--- src/rtl/uart_crc_pkg.sv ---
// Shared types and CRC-16/CCITT-FALSE helpers for the framed UART receiver.
package uart_crc_pkg;

   typedef enum logic [1:0] {
      S_IDLE,
      S_START,
      S_DATA,
      S_STOP
   } rx_state_t;

   localparam logic [15:0] CRC16_POLY = 16'h1021;
   localparam logic [15:0] CRC16_INIT = 16'hFFFF;

   // One byte folded in MSB first, no reflection.
   function automatic logic [15:0] crc16_update(input logic [15:0] crc, input logic [7:0] data);
      logic [15:0] c;
      c = crc ^ {data, 8'h00};
      for (int i = 0; i < 8; i++)
         c = c[15] ? ((c << 1) ^ CRC16_POLY) : (c << 1);
      return c;
   endfunction

endpackage

--- src/rtl/uart_rx_byte.sv ---
// Bit-level 8N1 receiver: synchroniser, baud counter and byte FSM.
module uart_rx_byte
   import uart_crc_pkg::*;
#(
   parameter int BAUD_DIV = 16
) (
   input  logic       clk,
   input  logic       reset_n,
   input  logic       rx_in,
   output logic [7:0] byte_data,
   output logic       byte_valid,
   output logic       frame_err,
   output logic       idle,
   output logic       rx_s
);

   localparam int CW = $clog2(BAUD_DIV + 1);
   localparam logic [CW-1:0] HALF_M1 = CW'(BAUD_DIV / 2 - 1);
   localparam logic [CW-1:0] FULL_M1 = CW'(BAUD_DIV - 1);

   logic [1:0]    sync;
   logic          rx_prev;
   rx_state_t     state, state_nx;
   logic [CW-1:0] cnt;
   logic [2:0]    bit_idx;
   logic [7:0]    shreg;
   logic          tick;

   assign rx_s      = sync[1];
   assign byte_data = shreg;
   assign idle      = (state == S_IDLE);
   // START samples at mid-bit, every later state at full bit periods.
   assign tick      = (state == S_START) ? (cnt == HALF_M1) : (cnt == FULL_M1);

   always_ff @(posedge clk or negedge reset_n) begin
      if (!reset_n) begin
         sync    <= 2'b11;
         rx_prev <= 1'b1;
      end else begin
         sync    <= {sync[0], rx_in};
         rx_prev <= rx_s;
      end
   end

   always_ff @(posedge clk or negedge reset_n) begin
      if (!reset_n) state <= S_IDLE;
      else          state <= state_nx;
   end

   always_comb begin
      state_nx   = state;
      byte_valid = 1'b0;
      frame_err  = 1'b0;
      case (state)
         S_IDLE:  if (rx_prev && !rx_s) state_nx = S_START;
         S_START: if (tick) state_nx = rx_s ? S_IDLE : S_DATA;
         S_DATA:  if (tick && bit_idx == 3'd7) state_nx = S_STOP;
         S_STOP: begin
            if (tick) begin
               state_nx   = S_IDLE;
               byte_valid = rx_s;
               frame_err  = !rx_s;
            end
         end
         default: state_nx = S_IDLE;
      endcase
   end

   always_ff @(posedge clk or negedge reset_n) begin
      if (!reset_n) begin
         cnt     <= '0;
         bit_idx <= '0;
         shreg   <= '0;
      end else if (state == S_IDLE) begin
         cnt     <= '0;
         bit_idx <= '0;
      end else if (tick) begin
         cnt <= '0;
         if (state == S_DATA) begin
            shreg   <= {rx_s, shreg[7:1]};
            bit_idx <= bit_idx + 3'd1;
         end
      end else begin
         cnt <= cnt + 1'b1;
      end
   end

endmodule

--- src/rtl/uart_crc_frame_rx.sv ---
// Framed UART receiver: payload + 2 CRC bytes, inter-byte timeout, valid/ready output.
// CRC checking is built only when CRC_CHECK_EN is defined; otherwise crc_err is 0.
module uart_crc_frame_rx
   import uart_crc_pkg::*;
#(
   parameter int CLK_FREQ      = 50000000,
   parameter int BAUD_RATE     = 9600,
   parameter int PAYLOAD_BYTES = 1,
   parameter int TIMEOUT_BITS  = 20
) (
   input  logic                       clk,
   input  logic                       reset_n,
   input  logic                       rx_in,
   output logic [8*PAYLOAD_BYTES-1:0] data_out,
   output logic [15:0]                crc_out,
   output logic                       out_valid,
   input  logic                       out_ready,
   output logic                       crc_err,
   output logic                       frame_err,
   output logic                       overrun,
   output logic                       busy
);

   localparam int BAUD_DIV  = CLK_FREQ / BAUD_RATE;
   localparam int TO_CYCLES = TIMEOUT_BITS * BAUD_DIV;
   localparam int BCW       = $clog2(PAYLOAD_BYTES + 2);
   localparam int TCW       = $clog2(TO_CYCLES + 1);
   localparam logic [BCW-1:0] CRC_HI_IDX = BCW'(PAYLOAD_BYTES);
   localparam logic [BCW-1:0] LAST_IDX   = BCW'(PAYLOAD_BYTES + 1);
   localparam logic [TCW-1:0] TO_LAST    = TCW'(TO_CYCLES - 1);

   logic [7:0]                    byte_data;
   logic                          byte_valid, byte_ferr, rx_idle, rx_s;
   logic [PAYLOAD_BYTES-1:0][7:0] stage_data;
   logic [7:0]                    crc_hi;
   logic [BCW-1:0]                byte_cnt;
   logic [TCW-1:0]                to_cnt;
   logic [15:0]                   rx_crc;
   logic                          to_run, timeout, calc_err;

   uart_rx_byte #(.BAUD_DIV(BAUD_DIV)) u_rx (
      .clk       (clk),
      .reset_n   (reset_n),
      .rx_in     (rx_in),
      .byte_data (byte_data),
      .byte_valid(byte_valid),
      .frame_err (byte_ferr),
      .idle      (rx_idle),
      .rx_s      (rx_s)
   );

   assign rx_crc  = {crc_hi, byte_data};
   assign to_run  = (byte_cnt != '0) && rx_idle && rx_s;
   assign timeout = to_run && (to_cnt == TO_LAST);
   assign busy    = !rx_idle || (byte_cnt != '0);

`ifdef CRC_CHECK_EN
   logic [15:0] crc_acc;

   // Seeding from INIT on byte 0 restarts the CRC for every new frame.
   always_ff @(posedge clk or negedge reset_n) begin
      if (!reset_n)
         crc_acc <= CRC16_INIT;
      else if (byte_valid && byte_cnt < CRC_HI_IDX)
         crc_acc <= crc16_update((byte_cnt == '0) ? CRC16_INIT : crc_acc, byte_data);
   end

   assign calc_err = (crc_acc != rx_crc);
`else
   assign calc_err = 1'b0;
`endif

   always_ff @(posedge clk or negedge reset_n) begin
      if (!reset_n) to_cnt <= '0;
      else if (to_run && !timeout) to_cnt <= to_cnt + 1'b1;
      else to_cnt <= '0;
   end

   always_ff @(posedge clk or negedge reset_n) begin
      if (!reset_n) begin
         byte_cnt   <= '0;
         stage_data <= '0;
         crc_hi     <= '0;
      end else if (byte_ferr || timeout) begin
         byte_cnt <= '0;
      end else if (byte_valid) begin
         if (byte_cnt == LAST_IDX) begin
            byte_cnt <= '0;
         end else begin
            byte_cnt <= byte_cnt + 1'b1;
            if (byte_cnt == CRC_HI_IDX) crc_hi <= byte_data;
            for (int i = 0; i < PAYLOAD_BYTES; i++)
               if (byte_cnt == BCW'(i)) stage_data[i] <= byte_data;
         end
      end
   end

   // Output registers: a completed frame loads only if the slot is free or being freed.
   always_ff @(posedge clk or negedge reset_n) begin
      if (!reset_n) begin
         data_out  <= '0;
         crc_out   <= '0;
         out_valid <= 1'b0;
         crc_err   <= 1'b0;
         frame_err <= 1'b0;
         overrun   <= 1'b0;
      end else begin
         frame_err <= byte_ferr || timeout;
         overrun   <= 1'b0;
         if (out_valid && out_ready) out_valid <= 1'b0;
         if (byte_valid && byte_cnt == LAST_IDX) begin
            if (!out_valid || out_ready) begin
               data_out  <= stage_data;
               crc_out   <= rx_crc;
               crc_err   <= calc_err;
               out_valid <= 1'b1;
            end else begin
               overrun <= 1'b1;
            end
         end
      end
   end

endmodule

--- config.mk ---
export PLATFORM = sky130hd
export DESIGN_NAME = uart_crc_frame_rx
export DESIGN_NICKNAME = d
export VERILOG_FILES = /design/src/rtl/uart_crc_pkg.sv /design/src/rtl/uart_rx_byte.sv /design/src/rtl/uart_crc_frame_rx.sv
export SDC_FILE = /design/constraint.sdc
export NUM_CORES = 1
export LEC_CHECK = 0
export BUFFER_PORTS_ARGS = -buffer_cell sky130_fd_sc_hd__buf_2
export CORE_AREA = 8 8 111 113
export CTS_CLUSTER_SIZE = 12
export DETAILED_ROUTE_END_ITERATION = 6
export DIE_AREA = 0 0 119 121
export PLACE_DENSITY = 0.66
export SETUP_SLACK_MARGIN = 0.5
export SLEW_MARGIN = 20
export SYNTH_ARGS = -nofsm -noshare
export SYNTH_HDL_FRONTEND = slang
export SYNTH_SLANG_ARGS = --single-unit
--- constraint.sdc ---
create_clock -name clk -period 2.45 [get_ports clk]
set_clock_uncertainty 0.05 [all_clocks]
set_input_delay 0.1225 -clock clk [delete_from_list [all_inputs] [get_ports clk]]
set_output_delay 0.1225 -clock clk [all_outputs]
set_load 0.03 [all_outputs]
Word-level counts from Yosys, hierarchy flattened:

Index checks and enable logic that the tools add are counted.

* equal/unequal tests: 13
* bitwise logic cells: 3
* $add $sub $neg: 4
* reductions and logical operators: 27
* mux-type cells: 25

Operators by type and width (number)
* $mux 13: 2
* $add 17x1->17 const B: 1
* $eq 17x17->1 const B: 1
* $mux 17: 1
* $mux 2: 8
* $add 13x1->13 const B: 1
* $eq 13x12->1 const B: 1
* $eq 13x13->1 const B: 1
* $reduce_and 4->1: 3
* $mux 1: 10
* $mux 3: 3
* $logic_and 1x1->1: 8
* $ne 2x1->1 const B: 4
* $pmux 2 s4: 1
* $reduce_bool 2->1: 4
* $eq 2x2->1 const B: 3
* $eq 2x1->1 const B: 2
* $logic_not 1->1: 4
* $logic_not 2->1: 2
* $reduce_and 2->1: 2
* $add 3x1->3 const B: 1
* $eq 3x3->1 const B: 1
* $logic_or 1x1->1: 3
* $not 1->1: 3
* other kinds (2): 2

* flip-flop bits (word level): 91
* output and inout port bits: 29
* word-level logic and storage cells: 87
* input port bits: 4

Depth between registers and ports, before layout:

* depth after elaboration: 7
* gate-level depth with buffers: 7
* gate-level depth less buffers: 5

Hierarchy:

Synthesis repeated with hierarchy kept, for this count alone.

* cells, all modules: 329
* area, all modules: 4066.4 sq um

Modules (own cells, without submodules)
* uart_crc_frame_rx: instances 1, cells an instance 198, area an instance 2588.7 sq um, sequential area each 1551.5 sq um
* uart_rx_byte: instances 1, cells an instance 131, area an instance 1477.7 sq um, sequential area each 729.4 sq um

Least setup slack after synthesis:

Ideal clock, no wire load.

* path type: reg-to-reg
* start: reg u_rx.cnt[0]
* end: reg crc_out[10]
* slack: -49 ps
* buffers on the path: 2
* stages on the path, launching flop included: 8
* arrival time: 2324 ps
* setup time: 125 ps
* cells stage by stage: dfrtp_1 > ha_1 > or3b_4 > or2_4 > or4_4 > buf_6 > buf_12 > mux2_4

* cells in the longest elaborated chain, start to end: 6
* elaborated cells on any way between the ends: 7
* classes of those cells: eq/ne: 2; mux: 3; reduce/logical: 2

RTL lines
* start, declared: RTL line uart_rx_byte.sv:24 `logic [CW-1:0] cnt;`
* start signal, assigned: RTL line uart_rx_byte.sv:84 `cnt <= cnt + 1'b1;`
* $eq 13x13->1 / $eq 13x12->1 (equally long branches): RTL line uart_rx_byte.sv:33 `assign tick = (state == S_START) ? (cnt == HALF_M1) : (cnt == FULL_M1);`
* $mux 1 (*): RTL line uart_rx_byte.sv:33
* $mux 1 (*): RTL line uart_rx_byte.sv:59 `if (tick) begin`
* $mux 1 (*): RTL line uart_rx_byte.sv:54 `case (state)`
* $logic_and 1x1->1 (*): RTL line uart_crc_frame_rx.sv:111 `if (byte_valid && byte_cnt == LAST_IDX) begin`
* $reduce_and 2->1 (no source line) (*)
* end signal, assigned: RTL line uart_crc_frame_rx.sv:114 `crc_out <= rx_crc;`
* end, declared: RTL line uart_crc_frame_rx.sv:15 `output logic [15:0] crc_out,`

Every way passes the cells marked *; elsewhere a longest branch is shown, timed or not.
A chain may end at the register's enable or synchronous reset.

Worst setup path in the final report:

* start: reg u_rx.cnt[1]
* end: reg data_out[4]

* cells in the longest elaborated chain, start to end: 6
* elaborated cells on any way between the ends: 7
* classes of those cells: eq/ne: 2; mux: 3; reduce/logical: 2

RTL lines
* $eq 13x13->1 / $eq 13x12->1 (equally long branches): RTL line uart_rx_byte.sv:33
* $mux 1 (*): RTL line uart_rx_byte.sv:33
* $mux 1 (*): RTL line uart_rx_byte.sv:59
* $mux 1 (*): RTL line uart_rx_byte.sv:54
* $logic_and 1x1->1 (*): RTL line uart_crc_frame_rx.sv:111
* $reduce_and 2->1 (no source line) (*)
* end signal, assigned: RTL line uart_crc_frame_rx.sv:113 `data_out <= stage_data;`
* end, declared: RTL line uart_crc_frame_rx.sv:14 `output logic [8*PAYLOAD_BYTES-1:0] data_out,`

Marked as above.

==> flow_summary_export.csv <==
group,metric,value,unit
outcome,status,"completed",
yosys,synth_cells,324,
placed_design,place_hpwl,5.24,mm
critical_path,crit_buf_inv,0,
timing,final-hold-violation-count,0,
global_route,grt_usage,0.118,
yosys,ys.flop_type,"dfrtp_1",
critical_path,worstSetupPathType,"reg -> reg",
timing,finalSetupViolations,0,
global_route,grt.overflow.total,0,
final_layout,fin_nets,384,
placed_design,port-buffer-count,31,
power_and_ir_drop,seqPwrFrac,0.531,
route,via_per_inst,5.12,
critical_path,critical-path-top-delay-family,"simple AND/OR/NAND/NOR gates",
floorplan,row_count,38,
global_route,grt_max_degree,58,
critical_path,cp_cell_sequence,"ha_4 > or3b_4 > or2_4 > or4_4 > mux2_4",
floorplan,coreArea,0.0106,mm^2
placed_design,dp.cells,490,
yosys,synthDistinctLibCells,50,
route,dr.first_iter.drc_count,128,
critical_path,crit_arrival,2.49,ns
floorplan,die_width,119,um
cts,cts_root_buf,"clkbuf_8",
yosys,synth_top_area_share,0.538,
cts,cts.sinks,91,
floorplan,start_util,0.386,
route,vias,2665,
placed_design,place.gp.congestion,0.815,
final_layout,layout-drive-gt1-share,0.381,
critical_path,crit_slowest_cell,"or4_4",
timing,timing.final.crit_share,0.936,
critical_path,critPathMaxStageDelay,0.57,ns
yosys,synth-seq-cells,91,
yosys,netlist_area,0.00409,mm^2
route,route.detailed.drc,0,
timing,report.final.slew_viol_count,0,
final_layout,area_delta_synth_final,21.0,%
cts,cts_buffer_depth,2,
power_and_ir_drop,cellPowerDensity,628,mW/mm^2
timing,hold_ws,0.119,ns
route,drtPass1Iterations,4,
power_and_ir_drop,leakage,2.37,nW
yosys,async_flop_share,1.00,
timing,setup_tns,0,ns
critical_path,startpoint_type,"register",
cts,cts-htree-levels,3,
floorplan,dieArea,0.0144,mm^2
critical_path,path_max_fanout,12,
global_route,grt_pass1_vias,2675,
cts,cts_tree,"done",
critical_path,endpoint_kind,"register",
cts,numCtsBuffers,9,
timing,fmax,0.436,GHz
route,avgRoutedWirePerCell,16.1,um
route,wl,8.40,mm
floorplan,dieHeight,121,um
global_route,grt_pass1_wl,13.8,mm
yosys,synth_edf_count,0,
power_and_ir_drop,p_sw_frac,0.277,
yosys,avgSynthCellArea,12.6,um^2
cts,clk_pin_slew_worst_paths,0.09,ns
yosys,synth_largest_area_cell,"dfrtp_1",
power_and_ir_drop,p_comb_frac,0.129,
hold_path,min_path_type,"in -> reg",
power_and_ir_drop,power_frac_clock,0.340,
final_layout,finalNonFillerCells,521,
timing,rsz0062_at_grt,"yes",
final_layout,antenna_cells,0,
yosys,synthTopCellsByArea,"dfrtp_1 54%, mux2_4 7.3%, mux2_1 4.4%",
final_layout,finalInstanceArea,0.00495,mm^2
cts,clk_latency,0.36,ns
yosys,yosysWarnings,0,
power_and_ir_drop,total_power,3.11,mW
critical_path,worst_ep_required_time,2.65,ns
placed_design,placed_area,0.00443,mm^2
timing,fin_crit,2.29,ns
power_and_ir_drop,switchingPower,0.862,mW
run,maxCapViolCount,0,
floorplan,pin_count,33,
power_and_ir_drop,power.internal,2.25,mW
yosys,seq_area_frac_synth,0.557,
yosys,syn_nets,332,
global_route,antenna_found_initial,0,
route,ant_nets,0,
power_and_ir_drop,vdd_drop_max,0.000259,V
## repair_timing
action	CTS	global route
pin swaps	8	5
hold endpoints to repair	32	0
setup endpoints to repair	53	86
hold buffers	2	0
gates cloned	2	1
setup buffers	4	6
gates resized for setup	25	20
## cell usage in the layout, fill, tap and decap left out, types with 3 or more instances in the layout
master	count
dfrtp_1	84
nor2_1	35
mux2_4	34
buf_2	30
nand2_1	17
xor2_1	16
buf_4	16
nand4_1	13
mux2_2	11
nand3_1	11
clkbuf_8	10
xnor2_1	8
nand2b_1	5
nor4_1	5
mux2_1	5
and3_1	4
and4_1	4
nand3b_1	4
or4_4	4
dfrtp_2	4
a31o_4	3
a21oi_1	3
buf_6	3
dfstp_2	3
## worst paths after layout
check | from | end | slack [ns] | depth (start not counted)
worst max-delay path | u_rx.cnt[1] | data_out[4] | 0.16 | 5
worst min-delay path | out_ready | overrun | 0.12 | 3
worst max register to register | u_rx.cnt[1] | data_out[4] | 0.16 | 5
worst min register to register | u_rx.sync[0] | u_rx.sync[1] | 0.31 | 0
max in group asynchronous | reset_n | u_rx.cnt[10] | 1.47 | 3
min in group asynchronous | reset_n | to_cnt[16] | 0.21 | 2
## final cells by class
cell class	count	area, um^2
Sequential cell	91	2290
Multi-Input combinational cell	220	1930
Fill cell	942	5650
Clock inverter	6	72.6
Tap cell	140	175
Inverter	2	7.51
Timing Repair Buffer	52	344
Clock buffer	10	138
## Yosys cell counts (all sizes together) (3+ instances only)
master,number
a21oi,4
a31o,3
and3,4
and4,4
buf,5
clkbuf,9
dfrtp,88
dfstp,3
ha,4
mux2,50
nand2,17
nand2b,5
nand3,12
nand3b,4
nand4,13
nor2,35
nor4,7
or4,4
xnor2,8
xor2,16
## state kept, by name, indices dropped and copies added, names as in the netlist, named ones only
register / count
out_valid: 1
crc_hi: 8
overrun: 1
u_rx.cnt: 13
data_out: 8
u_rx.bit_idx: 3
stage_data: 8
crc_out: 16
frame_err: 1
to_cnt: 17
u_rx.state: 1
u_rx.sync: 2
u_rx.rx_prev: 1
u_rx.byte_data: 8
byte_cnt: 2
## power groups by stage
stage / registers (mW) / clock network [mW] / logic (mW)
3_3_place_gp: 1.67 / 0 / 0.292
3_5_place_dp: 1.68 / 0 / 0.303
4_1_cts: 1.65 / 1.09 / 0.340
6_report: 1.65 / 1.06 / 0.400
5_1_grt: 1.66 / 1.15 / 0.439
2_1_floorplan: 1.64 / 0 / 0.233
## through the flow
stage / setup slack (ns) / util
final: 0.158 / 0.467
after global routing: 0.0912 / 0.467
after CTS: 0.136 / 0.454
after detailed placement: 0.0285 / 0.418
after global placement: 0.0731 / 0.418
after floorplan: 0.108 / -
## routing by layer
layer	wire, um	track usage
met1	4100	0.162
met2	3860	0.172
met3	305	0.0302
met4	131	0.0514
met5	0	0
## kinds of logic (layout without fill, tap and decap cells)
logic type,Yosys count,after routing,share of synthesized area
AOI/OAI and AO/OA,21,22,0.0367
xor gates and xnor gates,24,24,0.0514
adders and majority gates,4,4,0.0122
buffers and inverters,16,70,0.0257
DFF,91,91,0.557
muxes,51,51,0.158
other,1,1,0.000917
and+or+nand+nor,116,118,0.157
## worst register-to-register path, delay by kind of cell, from the launching register on
| family | cells | cell delay, ns |
|---|---|---|
| adder cells (fa/ha/maj) | 1 | 0.15 |
| flip-flops | 1 | 0.40 |
| multiplexers | 1 | 0.34 |
| AND/OR/NAND/NOR | 3 | 1.24 |
(Power assumes the default switching activity.)
